--- src/rtl/alu_result_stage_if.sv ---
// Bus between logic_unit/control unit and alu_result_stage.
// EXC_COUNT_EN adds the ExcCount exception counter output.
interface alu_result_stage_if;
  logic [31:0] ALUOut_in;
  logic        OVERFLOW;
  logic        ZERO_in;
  logic        Update_UC;
  logic [31:0] PC;
  logic        ALUOutWrite;
  logic        OvfTrap;
  logic        OpcodeInvalid;
  logic        ExcAck;
  logic [31:0] ALUOutReg;
  logic        ZeroReg;
  logic        BranchTaken;
  logic [31:0] EPC;
  logic        ExcReq;
  logic [1:0]  ExcCause;
  logic [31:0] ExcVector;
`ifdef EXC_COUNT_EN
  logic [7:0]  ExcCount;
`endif

  modport master (
`ifdef EXC_COUNT_EN
    input  ExcCount,
`endif
    output ALUOut_in, OVERFLOW, ZERO_in, Update_UC, PC, ALUOutWrite,
    output OvfTrap, OpcodeInvalid, ExcAck,
    input  ALUOutReg, ZeroReg, BranchTaken, EPC, ExcReq, ExcCause, ExcVector
  );

  modport slave (
`ifdef EXC_COUNT_EN
    output ExcCount,
`endif
    input  ALUOut_in, OVERFLOW, ZERO_in, Update_UC, PC, ALUOutWrite,
    input  OvfTrap, OpcodeInvalid, ExcAck,
    output ALUOutReg, ZeroReg, BranchTaken, EPC, ExcReq, ExcCause, ExcVector
  );
endinterface

--- src/rtl/alu_result_stage.sv ---
// ALU result register stage with overflow / invalid-opcode trap FSM and req/ack handshake.
// EXC_COUNT_EN enables a saturating 8-bit count of exceptions entered.
module alu_result_stage #(
  parameter logic [31:0] VEC_OPCODE = 32'd253,
  parameter logic [31:0] VEC_OVF    = 32'd254,
  parameter logic [31:0] PC_ADJ     = 32'd4
) (
  input  logic              clk,
  input  logic              reset,
  alu_result_stage_if.slave bus
);

  typedef enum logic [1:0] {IDLE, EXC_REQ, EXC_DONE} state_t;

  state_t      state;
  logic [31:0] alu_q, epc_q, vec_q;
  logic        zero_q, br_q, req_q;
  logic [1:0]  cause_q;
  logic        ovf_trap, exc_enter;

  assign ovf_trap  = bus.ALUOutWrite & bus.OvfTrap & bus.OVERFLOW;
  assign exc_enter = (state == IDLE) & (bus.OpcodeInvalid | ovf_trap);

  always_ff @(posedge clk) begin
    if (reset) begin
      state   <= IDLE;
      alu_q   <= '0;
      zero_q  <= 1'b0;
      br_q    <= 1'b0;
      epc_q   <= '0;
      req_q   <= 1'b0;
      cause_q <= 2'b00;
      vec_q   <= '0;
    end else begin
      case (state)
        IDLE: begin
          // invalid opcode outranks overflow; a trapped result is never captured
          if (bus.OpcodeInvalid) begin
            epc_q   <= bus.PC - PC_ADJ;
            cause_q <= 2'b10;
            vec_q   <= VEC_OPCODE;
            req_q   <= 1'b1;
            state   <= EXC_REQ;
          end else if (ovf_trap) begin
            epc_q   <= bus.PC - PC_ADJ;
            cause_q <= 2'b01;
            vec_q   <= VEC_OVF;
            req_q   <= 1'b1;
            state   <= EXC_REQ;
          end else if (bus.ALUOutWrite) begin
            alu_q  <= bus.ALUOut_in;
            zero_q <= bus.ZERO_in;
            br_q   <= bus.Update_UC;
          end
        end
        EXC_REQ: begin
          if (bus.ExcAck) begin
            req_q <= 1'b0;
            state <= EXC_DONE;
          end
        end
        EXC_DONE: begin
          cause_q <= 2'b00;
          vec_q   <= '0;
          state   <= IDLE;
        end
        default: state <= IDLE;
      endcase
    end
  end

  assign bus.ALUOutReg   = alu_q;
  assign bus.ZeroReg     = zero_q;
  assign bus.BranchTaken = br_q;
  assign bus.EPC         = epc_q;
  assign bus.ExcReq      = req_q;
  assign bus.ExcCause    = cause_q;
  assign bus.ExcVector   = vec_q;

`ifdef EXC_COUNT_EN
  logic [7:0] cnt_q;

  always_ff @(posedge clk) begin
    if (reset)
      cnt_q <= '0;
    else if (exc_enter && cnt_q != 8'hFF)
      cnt_q <= cnt_q + 8'd1;
  end

  assign bus.ExcCount = cnt_q;
`endif

endmodule
--- src/flat_wrapper.sv ---
// flat-port wrapper written by rule: the top's interface ports become plain ports
module alu_result_stage_flat 
#(
  parameter logic [31:0] VEC_OPCODE = 32'd253,
  parameter logic [31:0] VEC_OVF    = 32'd254,
  parameter logic [31:0] PC_ADJ     = 32'd4
)
  (clk, reset, bus_ALUOut_in, bus_OVERFLOW, bus_ZERO_in, bus_Update_UC, bus_PC, bus_ALUOutWrite, bus_OvfTrap, bus_OpcodeInvalid, bus_ExcAck, bus_ALUOutReg, bus_ZeroReg, bus_BranchTaken, bus_EPC, bus_ExcReq, bus_ExcCause, bus_ExcVector);
  alu_result_stage_if bus_i ();
  input  logic clk;
  input  logic reset;
  input wire logic [$bits(bus_i.ALUOut_in)-1:0] bus_ALUOut_in;
  input wire logic [$bits(bus_i.OVERFLOW)-1:0] bus_OVERFLOW;
  input wire logic [$bits(bus_i.ZERO_in)-1:0] bus_ZERO_in;
  input wire logic [$bits(bus_i.Update_UC)-1:0] bus_Update_UC;
  input wire logic [$bits(bus_i.PC)-1:0] bus_PC;
  input wire logic [$bits(bus_i.ALUOutWrite)-1:0] bus_ALUOutWrite;
  input wire logic [$bits(bus_i.OvfTrap)-1:0] bus_OvfTrap;
  input wire logic [$bits(bus_i.OpcodeInvalid)-1:0] bus_OpcodeInvalid;
  input wire logic [$bits(bus_i.ExcAck)-1:0] bus_ExcAck;
  output wire logic [$bits(bus_i.ALUOutReg)-1:0] bus_ALUOutReg;
  output wire logic [$bits(bus_i.ZeroReg)-1:0] bus_ZeroReg;
  output wire logic [$bits(bus_i.BranchTaken)-1:0] bus_BranchTaken;
  output wire logic [$bits(bus_i.EPC)-1:0] bus_EPC;
  output wire logic [$bits(bus_i.ExcReq)-1:0] bus_ExcReq;
  output wire logic [$bits(bus_i.ExcCause)-1:0] bus_ExcCause;
  output wire logic [$bits(bus_i.ExcVector)-1:0] bus_ExcVector;
  assign bus_i.ALUOut_in = bus_ALUOut_in;
  assign bus_i.OVERFLOW = bus_OVERFLOW;
  assign bus_i.ZERO_in = bus_ZERO_in;
  assign bus_i.Update_UC = bus_Update_UC;
  assign bus_i.PC = bus_PC;
  assign bus_i.ALUOutWrite = bus_ALUOutWrite;
  assign bus_i.OvfTrap = bus_OvfTrap;
  assign bus_i.OpcodeInvalid = bus_OpcodeInvalid;
  assign bus_i.ExcAck = bus_ExcAck;
  assign bus_ALUOutReg = bus_i.ALUOutReg;
  assign bus_ZeroReg = bus_i.ZeroReg;
  assign bus_BranchTaken = bus_i.BranchTaken;
  assign bus_EPC = bus_i.EPC;
  assign bus_ExcReq = bus_i.ExcReq;
  assign bus_ExcCause = bus_i.ExcCause;
  assign bus_ExcVector = bus_i.ExcVector;
  alu_result_stage #(.VEC_OPCODE(VEC_OPCODE), .VEC_OVF(VEC_OVF), .PC_ADJ(PC_ADJ)) u_core (.clk(clk), .reset(reset), .bus(bus_i));
endmodule
--- config.mk ---
export PLATFORM = sky130hd
export DESIGN_NAME = alu_result_stage_flat
export DESIGN_NICKNAME = d
export VERILOG_FILES = /design/src/rtl/alu_result_stage_if.sv /design/src/rtl/alu_result_stage.sv /design/src/flat_wrapper.sv
export SDC_FILE = /design/constraint.sdc
export NUM_CORES = 1
export LEC_CHECK = 0
export ABC_CLOCK_PERIOD_IN_PS = 2700
export BUFFER_PORTS_ARGS = -buffer_cell sky130_fd_sc_hd__buf_2
export CAP_MARGIN = 30
export CORE_ASPECT_RATIO = 1.75
export CORE_MARGIN = 5
export CORE_UTILIZATION = 45
export CTS_CLUSTER_DIAMETER = 60
export DETAILED_ROUTE_END_ITERATION = 8
export PLACE_DENSITY = 0.8
export SETUP_SLACK_MARGIN = 0.05
export SKIP_CTS_REPAIR_TIMING = 1
export SLEW_MARGIN = 20
export SYNTH_ARGS = -nofsm -noshare
export SYNTH_HDL_FRONTEND = slang
export SYNTH_SLANG_ARGS = --single-unit
--- constraint.sdc ---
create_clock -name clk -period 2.7 [get_ports clk]
set_clock_uncertainty 0.05 [all_clocks]
set_input_delay 0.27 -clock clk [delete_from_list [all_inputs] [get_ports clk]]
set_output_delay 0.27 -clock clk [all_outputs]
set_load 0.05 [all_outputs]
* Yosys cells after proc, flatten, opt, wreduce, memory -nomap -nowiden
Index checks and enable logic that the tools add are counted.
** Operators by class
- $add $sub $neg :: 1
- Multipliers :: 0
- Div/mod/pow operators :: 0
- Order comparisons :: 0
- Equal/unequal tests :: 4
- Shift operators :: 0
- Multiplexer cells :: 15
- Bitwise gates (word level) :: 4
- Reductions and logical operators :: 9
** Operator list (count)
- 32-bit two-way mux :: 4
- 32-bit case mux with 2 select lines :: 1
- 32-bit by 3-bit subtractor with 32-bit output (second input constant) :: 1
- 2-bit two-way mux :: 4
- 2-bit case mux with 2 select lines :: 2
- 2-bit AND reduction :: 3
- 2-bit nonzero test :: 3
- 4-bit AND reduction :: 1
- 1-bit two-way mux :: 3
- 3-bit by 2-bit != test with 1-bit output (second input constant) :: 1
- 3-bit AND reduction :: 1
- 1-bit bitwise AND :: 2
- 2-bit by 1-bit == test with 1-bit output (second input constant) :: 1
- 2-bit == test (second input constant) :: 1
- 2-bit zero test :: 1
- 2-bit != test (second input constant) :: 1
- 1-bit NOT :: 2
- 1-bit case mux with 2 select lines :: 1
** Word-level totals
- Register bits :: 103
- Latch bits :: 0
- Bits in writable memories :: 0
- Bits in read-only memories :: 0
- Input bits :: 73
- Output and inout bits :: 101
- Logic and storage cells :: 41
- Memories kept :: 0

* Longest topological paths before layout
Gate-level depths: netlist (run 1).
- Depth in word-level cells :: 5
- Gate-level depth with buffers :: 8

* Least setup slack after synthesis (run 1)
No wires, ideal clock.
- Path kind :: input-to-reg
- Start :: in bus_PC[6]
- End :: reg u_core.epc_q[24], in the netlist u_core.bus.EPC[24]
- Data arrival time :: 2264 ps
- Slack :: 295 ps
- Stages on the path :: 6
- Path through :: or4_1 > buf_2 > or4_1 > clkbuf_2 > or4_1 > a311oi_1
** On the way
- Longest elaborated chain between the ends :: 3
** Ends and longest elaborated chain
- start: declaration :: RTL line flat_wrapper.sv:16 : input wire logic [$bits(bus_i.PC)-1:0] bus_PC;
- 32-bit by 3-bit subtractor with 32-bit output (*) :: RTL line alu_result_stage.sv:39, alu_result_stage.sv:45
- 32-bit two-way mux :: RTL line alu_result_stage.sv:44 : end else if (ovf_trap) begin
- 32-bit two-way mux (*) :: RTL line alu_result_stage.sv:38 : if (bus.OpcodeInvalid) begin
- end signal: assignment :: RTL line alu_result_stage.sv:39 : epc_q <= bus.PC - PC_ADJ;
- end signal: assignment :: RTL line alu_result_stage.sv:45 : epc_q <= bus.PC - PC_ADJ;
- end: declaration :: RTL line alu_result_stage.sv:16 : logic [31:0] alu_q, epc_q, vec_q;
Every way passes the cells marked *; elsewhere a longest branch is shown, timed or not. The select of a mux whose other input is x is not followed.
A chain may end at the register's enable or synchronous reset.

* Worst setup path in the final report (run 1)
- Start :: in bus_PC[6]
- End :: reg u_core.epc_q[26], in the netlist u_core.bus.EPC[26]
Same word-level chain as after synthesis.

==> impl_metrics.ini, run 1 <==
[run_status]
status = completed

[power]
pwr_density_cell_nw_per_um2 = 689.6
seq_power_share_pct = 40.3
p_sw_mw = 1.009
p_clk_share_pct = 34.1
power_frac_comb_pct = 25.6
total_leakage_power_nw = 1.906
swShare_pct = 34.39
p_int_mw = 1.925
vdd_drop_max_mv = 0.3450

[sta]
setup_ws_ns = 0.3087
grt_setup_unrepaired = false
finalCritPeriodShare_pct = 88.57
setup_violations = 0
hold_viol = 0
holdWs_ns = 0.1307
slew_headroom_pct = 56.27
worstMarginPinSlew_ns = 0.6559
fmax_mhz = 418.2
period_needed_ns = 2.391
slew_violations = 0

[cells_and_area]
final_cell_mix = 149 x buf_2, 80 x nand2_1, 72 x dfxtp_1, 39 x a21oi_1, 34 x nor2_1
diodes = 0
drive_gt1_share_pct = 33.27
layout_commonest_cell = buf_2
n_fill_cell = 665
syn2layout_area_growth_pct = 29.28
layout.nets = 622

[critical_path]
crit_path_frequent_cell = or4_1
cp_slowest_stage_delay_ns = 0.73
critPathCaptureType = register
critical_path_class = input pin to register
worstPathMaxFanout = 12
rrSetupSlack_ns = 0.72
crit_chain = buf_2, or4_1, or4_1, or4_1, a311oi_1
slowest_stage = or4_1
startpoint_type = input pin
critical_path_required_ns = 2.88
rr_startpoint = u_core.state[1]$_SDFFE_PP0P_
arrival_ns = 2.57
r2r_cells = 5
r2r-end = u_core.bus.EPC[15]$_SDFFE_PP0P_

[placement]
port_buffers = 149
place_congestion = 0.8640
pre_cts_ws_ns = -0.004051
dpl.hpwl_mm = 7.094

[global_routing]
grt_max_degree = 38
grt_pass1_vias = 3084
antenna_found_initial = 0
grt_pass1_wl_mm = 13.44
grtUsageTotal_pct = 18.86
grt-ovfl-total = 0

[clock_network]
clk_latency_ns = 0.32
clock_path_buffers = 2
cts_tree = built
cts-buffers-inserted = 9
clock_sinks = 72
clk_pin_slew_ns = 0.05
cts-htree-levels = 3
cts_root_buf = clkbuf_16

[routing]
dr.max_layer_used = met4
wl_met1_mm = 3.246
dr_wl_met2_mm = 4.692
antenna_left = 0
drtPass1Iterations = 4
drc = 0
wl_per_cell_um = 14.11
drt-initial-drc-count = 96
finalWirelength_mm = 8.974
vias = 3352
vias_per_cell = 5.270
dr_wl_met3_um = 871

[logic_synthesis]
ys_top_cells_by_area = dfxtp_1 44%, nand2_1 9.1%, buf_4 7.1%, a21oi_1 5.9%, a311oi_1 4.0%
synth_top_area_share_pct = 43.80
syn_area_per_cell_um2 = 8.085
yosys_warnings = 0
yosys.area.top_type = dfxtp_1
ys_ff_latch = 72
netlist_instances = 407
seq_area_frac_synth_pct = 43.80
syn_area_um2 = 3291
yosysUniqueCellTypes = 40

[floorplan]
initial_core_util_pct = 45.82
rows = 41
dieWidth_um = 74.64
num_io_pins = 174
core_area_um2 = 7182
fp.dieH_um = 123.1
dieArea_um2 = 9190

[run]
cap_viol_max_count = 0

[worst_hold_path]
hold_path_end = u_core.bus.ALUOutReg[0]$_SDFFE_PP0P_
hp-class = input pin to register
min-delay-start = bus_ALUOut_in[0]
whs_path_depth = 3
## flip-flops by register name, summed over array words and instances, names as in the netlist
name and count:
u_core.bus.BranchTaken 1, u_core.bus.ZeroReg 1, u_core.bus.ExcCause 1, u_core.bus.ExcVector 2, u_core.bus.EPC 32, u_core.bus.ALUOutReg 32, u_core.bus.ExcReq 1, u_core.state 2
## worst max-delay path by stage
stage	from	end	cells past startpoint
3_3_place_gp	bus_PC[6]	u_core.bus.EPC[26]$_SDFFE_PP0P_	5
3_5_place_dp	bus_PC[6]	u_core.bus.EPC[26]$_SDFFE_PP0P_	5
6_report	bus_PC[6]	u_core.bus.EPC[26]$_SDFFE_PP0P_	5
4_1_cts	bus_PC[6]	u_core.bus.EPC[26]$_SDFFE_PP0P_	5
2_1_floorplan	bus_PC[6]	u_core.bus.EPC[24]$_SDFFE_PP0P_	6
5_1_grt	bus_PC[6]	u_core.bus.EPC[26]$_SDFFE_PP0P_	5
## cell type report
type / count / area [um2] / share of cell area [%]
sequential: 72 / 1441 / 33.88
timing repair buffer: 164 / 858.3 / 20.18
multi-input combinational: 299 / 1597 / 37.53
clock buffer: 11 / 232.7 / 5.471
tap: 86 / 107.6 / 2.529
clock inverter: 2 / 10.01 / 0.2353
inverter: 2 / 7.507 / 0.1765
## per-layer routing
metal  global-route usage [%]  up-vias
met1                    18.77     1545
met5                        0        -
met3                    5.207       13
met2                    35.30      130
met4                    7.906        0
li1                         -     1664
## cells by family after synthesis
family | share of synthesized area (%)
DFF | 43.80
buffers and inverters | 10.34
AOI/OAI and AO/OA | 19.01
other | 0.1140
xor gates and xnor gates | 2.129
and+or+nand+nor | 24.22
adders and majority gates | 0.3802
## power by group through the flow
stage | sequential [mW] | combinational, mW | clock (mW)
final | 1.18 | 0.751 | 1.00
after global routing | 1.19 | 0.801 | 1.06
after global placement | 1.20 | 0.747 | 0
after detailed placement | 1.20 | 0.757 | 0
after CTS | 1.18 | 0.757 | 1.02
after floorplan | 1.46 | 0.326 | 0
## synth_stat cells
cell / instances
a211oi_1: 12
a21oi_1: 39
a22oi_1: 1
a2bb2oi_1: 1
a311oi_1: 15
a31o_2: 1
a31oi_1: 4
and2_1: 1
and3_1: 1
and4_1: 1
buf_2: 1
buf_4: 31
clkbuf_1: 24
clkbuf_2: 1
conb_1: 1
dfxtp_1: 72
ha_1: 1
inv_1: 2
nand2_1: 80
nand2b_1: 2
nand3_1: 2
nand3b_1: 2
nand4_1: 1
nand4b_1: 1
nor2_1: 34
nor2b_1: 2
nor3_1: 2
nor4_1: 7
o21a_1: 1
o21ai_0: 9
o21bai_1: 5
o31ai_1: 8
o41ai_1: 1
or2_2: 4
or3_1: 14
or3b_2: 1
or4_1: 13
or4b_2: 1
xnor2_1: 3
xor2_1: 5
## worst max-delay path: cells and delay by family
family	cells	cell delay, ns
AND/OR/NAND/NOR	3	1.89
AO/OA/AOI/OAI	1	0.28
buffers and inverters	1	0.13
## per-stage QoR
| stage | TNS (ns) | util, % | area, um2 | instances | power, mW |
|---|---|---|---|---|---|
| 5_1_grt | 0 | 59.23 | 4254 | 636 | 3.056 |
| 3_5_place_dp | -0.004051 | 55.85 | 4011 | 623 | 1.959 |
| 6_report | 0 | 59.23 | 4254 | 636 | 2.933 |
| 3_3_place_gp | 0 | 55.85 | 4011 | 623 | 1.948 |
| 4_1_cts | 0 | 59.23 | 4254 | 636 | 2.958 |
| 2_1_floorplan | 0 | - | 3377 | 430 | 1.789 |
Power figures use the tool's default switching activity.
==> run 2: changes to the inputs <==
- CORE_UTILIZATION: 45 -> 40
- PLACE_DENSITY: 0.8 -> 0.72
==> run 2 against run 1 <==
  * Utilization fell by 4.8 points
  * Sequential share of layout area shrank 0.65 points
  * Maximum frequency grew 1.0%
  * Sequential power about the same
  * Final cell count grew 1.1%
  * Clock power grew 26%
  * Count of clock-buffer cells in the layout fell by 1
  * Die area is 11% higher
  * First-iteration DRC count shrank 15%
  * Critical path depth unchanged
  * Hold slack got worse by 0.0057 ns
  * Setup slack better by 0.025 ns
==> impl_metrics.ini, run 2 (same netlist as run 1, synthesis figures left out) <==
[run_status]
status = completed

[critical_path]
crit_family = simple AND/OR/NAND/NOR gates
worstPathMaxFanout = 12
critical_path_class = input pin to register
critPathCaptureType = register
slowest_stage = or4_1
arrival_ns = 2.55
path_buf_inv = 1
cp_slowest_stage_delay_ns = 0.74
critical_path_required_ns = 2.88
crit_chain = buf_2, or4_1, or4_1, or4_1, a311oi_1
cp.depth = 5
startpoint_type = input pin
r2r_cells = 5
crit_path_frequent_cell = or4_1

[cells_and_area]
layout.nets = 622
drive_gt1_share_pct = 34.00
syn2layout_area_growth_pct = 31.83
final_area_um2 = 4338
final_cell_mix = 149 x buf_2, 80 x nand2_1, 72 x dfxtp_1, 39 x a21oi_1, 34 x nor2_1
diodes = 0
layout_commonest_cell = buf_2

[floorplan]
core_area_um2 = 7963
fp.dieH_um = 130.0
dieArea_um2 = 10210
rows = 43
initial_core_util_pct = 41.33
dieWidth_um = 78.57
num_io_pins = 174

[worst_hold_path]
hp-class = input pin to register
whs_path_depth = 3

[routing]
wl_per_cell_um = 13.90
drc = 0
drtPass1Iterations = 5
drt-initial-drc-count = 82
finalWirelength_mm = 8.938
vias = 3258
vias_per_cell = 5.067
antenna_left = 0

[sta]
slew_headroom_pct = 48.57
worstMarginPinSlew_ns = 0.7715
finalCritPeriodShare_pct = 87.65
setup_violations = 0
finalSetupTns_ns = 0
period_needed_ns = 2.367
slew_violations = 0
hold_viol = 0
fmax_mhz = 422.5
grt_setup_unrepaired = false

[clock_network]
cts_root_buf = clkbuf_16
clk_pin_slew_ns = 0.06
cts-htree-levels = 3
clk_latency_ns = 0.32
clock_path_buffers = 2
clock_sinks = 72
cts-buffers-inserted = 9
cts_tree = built

[global_routing]
grt_pass1_vias = 3018
grt-ovfl-total = 0
grtUsageTotal_pct = 17.09
grt_max_degree = 42
grt_pass1_wl_mm = 13.99
antenna_found_initial = 0

[power]
pwr_density_cell_nw_per_um2 = 736.1
vdd_drop_max_mv = 0.3172
total_leakage_power_nw = 1.943

[placement]
port_buffers = 149
place_congestion = 0.8328
dpl.hpwl_mm = 7.009
place_area_um2 = 4016

[run]
cap_viol_max_count = 0
run 2: worst min-delay path: cells and delay by family:
family / cells / cell delay [ns]
compound gates: 1 / 0.05
buf+inv: 1 / 0.09
simple gates: 1 / 0.04
run 2: metal layers:
metal,track usage (%),wire length [um],up-vias
met1,17.98,3424,1452
li1,-,-,1666
met2,30.70,4568,123
met3,5.318,685,17
met5,0,0,-
met4,8.033,260,0
run 2: where the power goes:
group,total [mW],switching (mW),internal (mW)
combinational,0.751,0.570,0.181
sequential,1.18,0.0401,1.14
clock,1.26,0.432,0.828
total,3.19,1.04,2.15
run 2: worst paths after layout:
kind	startpoint	slack (ns)	end
setup / recovery	bus_PC[6]	0.33	u_core.bus.EPC[26]$_SDFFE_PP0P_
hold / removal	bus_PC[0]	0.13	u_core.bus.EPC[0]$_SDFFE_PP0P_
setup reg to reg	u_core.state[1]$_SDFFE_PP0P_	0.77	u_core.bus.EPC[15]$_SDFFE_PP0P_
hold reg to reg	u_core.bus.ALUOutReg[26]$_SDFFE_PP0P_	0.40	u_core.bus.ALUOutReg[26]$_SDFFE_PP0P_
run 2: through the flow:
stage / instances / util, % / total power [mW] / worst slack, ns / hold WS [ns]
after floorplan: 430 / - / 1.789 / 0.2952 / 0.3164
after global placement: 627 / 50.44 / 1.951 / 0.03712 / 0.3880
after detailed placement: 627 / 50.44 / 1.959 / -0.02767 / 0.3940
after CTS: 643 / 54.48 / 3.228 / 0.3397 / 0.1182
after global routing: 643 / 54.48 / 3.321 / 0.2441 / 0.1204
final: 643 / 54.48 / 3.193 / 0.3334 / 0.1251
run 2: cell type report:
cell class	count	area, um2
fill	784	3625
timing repair buffer	164	858.3
sequential	72	1441
inverter	2	7.507
multi-input combinational	299	1597
clock buffer	10	239.0
clock inverter	6	82.58
tap	90	112.6
==> run 3: changes to the inputs <==
- ABC_AREA: default -> 1
- PLACE_DENSITY: 0.72 -> 0.7
==> run 3 against run 2 <==
  * Clock power shrank 8%
  * Highest routed layer unchanged
  * Largest cell class unchanged
  * Maximum frequency rose by 45%
  * Final cell count is 27% higher
  * Die area increased by 14%
  * Critical path type is now register to register
  * Utilization is 4.4 points lower
  * Synthesized area increased by 15%
  * Hold slack got worse by 0.042 ns
  * Global-route usage increased by 1.1 points
==> impl_metrics.ini, run 3 <==
[critical_path]
crit_chain = nor2_4, nand2_2, nor2_8, inv_4, nor2_1, nor2_1
worstPathMaxFanout = 35
cp_slowest_stage_delay_ns = 0.38
arrival_ns = 1.80
crit_path_frequent_cell = nor2_1
critPathCaptureType = register
r2r-end = u_core.bus.ALUOutReg[1]$_SDFFE_PP0P_
rrSetupSlack_ns = 1.07
path_buf_inv = 1
cp-startpoint = u_core.state[0]$_SDFFE_PP0P_
crit_family = simple AND/OR/NAND/NOR gates
slowest_stage = nor2_8
rr_startpoint = u_core.state[0]$_SDFFE_PP0P_
critical_path_class = register to register
critical_path_required_ns = 2.86
endpoint = u_core.bus.ALUOutReg[1]$_SDFFE_PP0P_
r2r_cells = 6
startpoint_type = register
cp.depth = 6

[logic_synthesis]
netlist_instances = 555
yosys_warnings = 0
ys_top_cells_by_area = dfxtp_1 38%, nor2_1 15%, o21ai_0 6.9%, nand2_1 6.7%, buf_4 6.3%
ys_ff_latch = 72
syn_area_per_cell_um2 = 6.831
yosysUniqueCellTypes = 29
syn_area_um2 = 3791
synth.most_common_cell = nor2_1
yosys.area.top_type = dfxtp_1
seq_area_frac_synth_pct = 38.02
synthFlopType = dfxtp_1
ys_async_sr_fraction_pct = 0
synth-edff-count = 0
synth_common_cells = 151 x nor2_1, 72 x dfxtp_1, 68 x nand2_1
synth_top_area_share_pct = 38.02

[floorplan]
core_area_um2 = 9350
dieWidth_um = 83.59
initial_core_util_pct = 40.55
num_io_pins = 174
dieArea_um2 = 11600
fp.dieH_um = 138.8
rows = 47

[clock_network]
cts-buffers-inserted = 9
cts_root_buf = clkbuf_16
clk_latency_ns = 0.32
cts_tree = built
clock_sinks = 72
clock_path_buffers = 2
cts-htree-levels = 3
clk_pin_slew_ns = 0.06

[cells_and_area]
diodes = 0
seqCellArea_um2 = 1441
final_cells = 815
layout_commonest_cell = nor2_1
multiInputGateArea_um2 = 1805
drive_gt1_share_pct = 26.98
syn2layout_area_growth_pct = 23.50
n_fill_cell = 962
layout.nets = 763
final_area_um2 = 4682
final_cell_mix = 151 x nor2_1, 149 x buf_2, 72 x dfxtp_1, 68 x nand2_1, 60 x inv_1

[sta]
fmax_mhz = 612.0
hold_viol = 0
worstMarginPinSlew_ns = 0.5185
finalCritPeriodShare_pct = 60.52
grt_setup_unrepaired = false
slew_violations = 0
period_needed_ns = 1.634
setup_ws_ns = 1.066
setup_violations = 0
finalSetupTns_ns = 0
slew_headroom_pct = 65.40

[global_routing]
antenna_found_initial = 0
grt_pass1_wl_mm = 17.32
grt-ovfl-total = 0
grt_max_degree = 56
grtUsageTotal_pct = 18.22
grt_pass1_vias = 3703

[power]
total_leakage_power_nw = 2.555
vdd_drop_max_mv = 0.3981
swShare_pct = 35.67
seq_power_share_pct = 37.2
p_sw_mw = 1.156
p_int_mw = 2.085
pwr_density_cell_nw_per_um2 = 692.2
power_frac_comb_pct = 27.0
p_clk_share_pct = 35.8

[placement]
port_buffers = 149
dpl.hpwl_mm = 8.534
place_congestion = 0.8997
place_area_um2 = 4393
pre_cts_ws_ns = 0.9678
dp_cells = 800

[routing]
wl_per_cell_um = 13.29
drtPass1Iterations = 4
drc = 0
vias = 3814
antenna_left = 0
finalWirelength_mm = 10.83
drt-initial-drc-count = 127
vias_per_cell = 4.680

[run]
cap_viol_max_count = 0

[worst_hold_path]
whs_path_depth = 2
hp-class = input pin to register

[run_status]
status = completed
## run 3: changes by cell type after synthesis, sizes merged, moves of 13 or more
cell    previous run  this run
a21oi             39        16
a311oi            15         0
clkbuf            25         7
inv                2        62
nand3              2        30
nor2              34       163
o21ai              9        60
or3               14         0
or4               13         0
## run 3: stage by stage
| stage | utilization, % | total power, mW | hold slack [ns] |
|---|---|---|---|
| CTS | 50.07 | 3.284 | 0.06758 |
| finish | 50.07 | 3.241 | 0.08297 |
| floorplan | - | 1.942 | 0.3100 |
| global route | 50.07 | 3.397 | 0.07784 |
| detailed placement | 46.98 | 2.107 | 0.4136 |
| global placement | 46.98 | 2.098 | 0.4102 |
## run 3: how the worst min path moves through the flow
stage	start	to	slack [ns]
2_1_floorplan	bus_PC[2]	u_core.bus.EPC[2]$_SDFFE_PP0P_	0.31
3_3_place_gp	u_core.bus.EPC[0]$_SDFFE_PP0P_	u_core.bus.EPC[0]$_SDFFE_PP0P_	0.41
3_5_place_dp	bus_PC[2]	u_core.bus.EPC[2]$_SDFFE_PP0P_	0.41
4_1_cts	bus_PC[2]	u_core.bus.EPC[2]$_SDFFE_PP0P_	0.07
5_1_grt	bus_PC[2]	u_core.bus.EPC[2]$_SDFFE_PP0P_	0.08
6_report	bus_PC[2]	u_core.bus.EPC[2]$_SDFFE_PP0P_	0.08
## run 3: kinds of logic after synthesis
group                      after synthesis  synth area share, %
buffers and inverters                  112                16.63
AOI/OAI and AO/OA                       85                11.85
other                                    1              0.09891
and+or+nand+nor                        275                30.99
adders and majority gates                1               0.3300
DFF                                     72                38.02
xor gates and xnor gates                 9                2.079
## run 3: area by class of cell
type,instances,share of cell area [%]
tap,122,3.260
clock inverter,3,0.9086
sequential,72,30.79
timing repair buffer,150,16.09
multi-input combinational,394,38.56
inverter,62,5.131
clock buffer,12,5.265
## run 3: layer usage
layer	GRT usage, %	wire length (um)	vias to the layer above
met2	33.15	5561	168
met1	18.39	3957	1685
met5	0	0	-
met3	6.005	954	20
met4	8.644	358	0
li1	-	-	1941
## run 3: power groups by stage
stage	combinational [mW]	clock (mW)	sequential (mW)
6_report	0.875	1.16	1.21
4_1_cts	0.880	1.20	1.21
5_1_grt	0.939	1.24	1.22
2_1_floorplan	0.400	0	1.54
3_5_place_dp	0.878	0	1.23
3_3_place_gp	0.871	0	1.23
## run 3: worst reg2reg max path: stages (launching register included)
cell     delay (ns)
dfxtp_1        0.36
nor2_4         0.16
nand2_2        0.11
nor2_8         0.38
inv_4          0.25
nor2_1         0.17
nor2_1         0.06
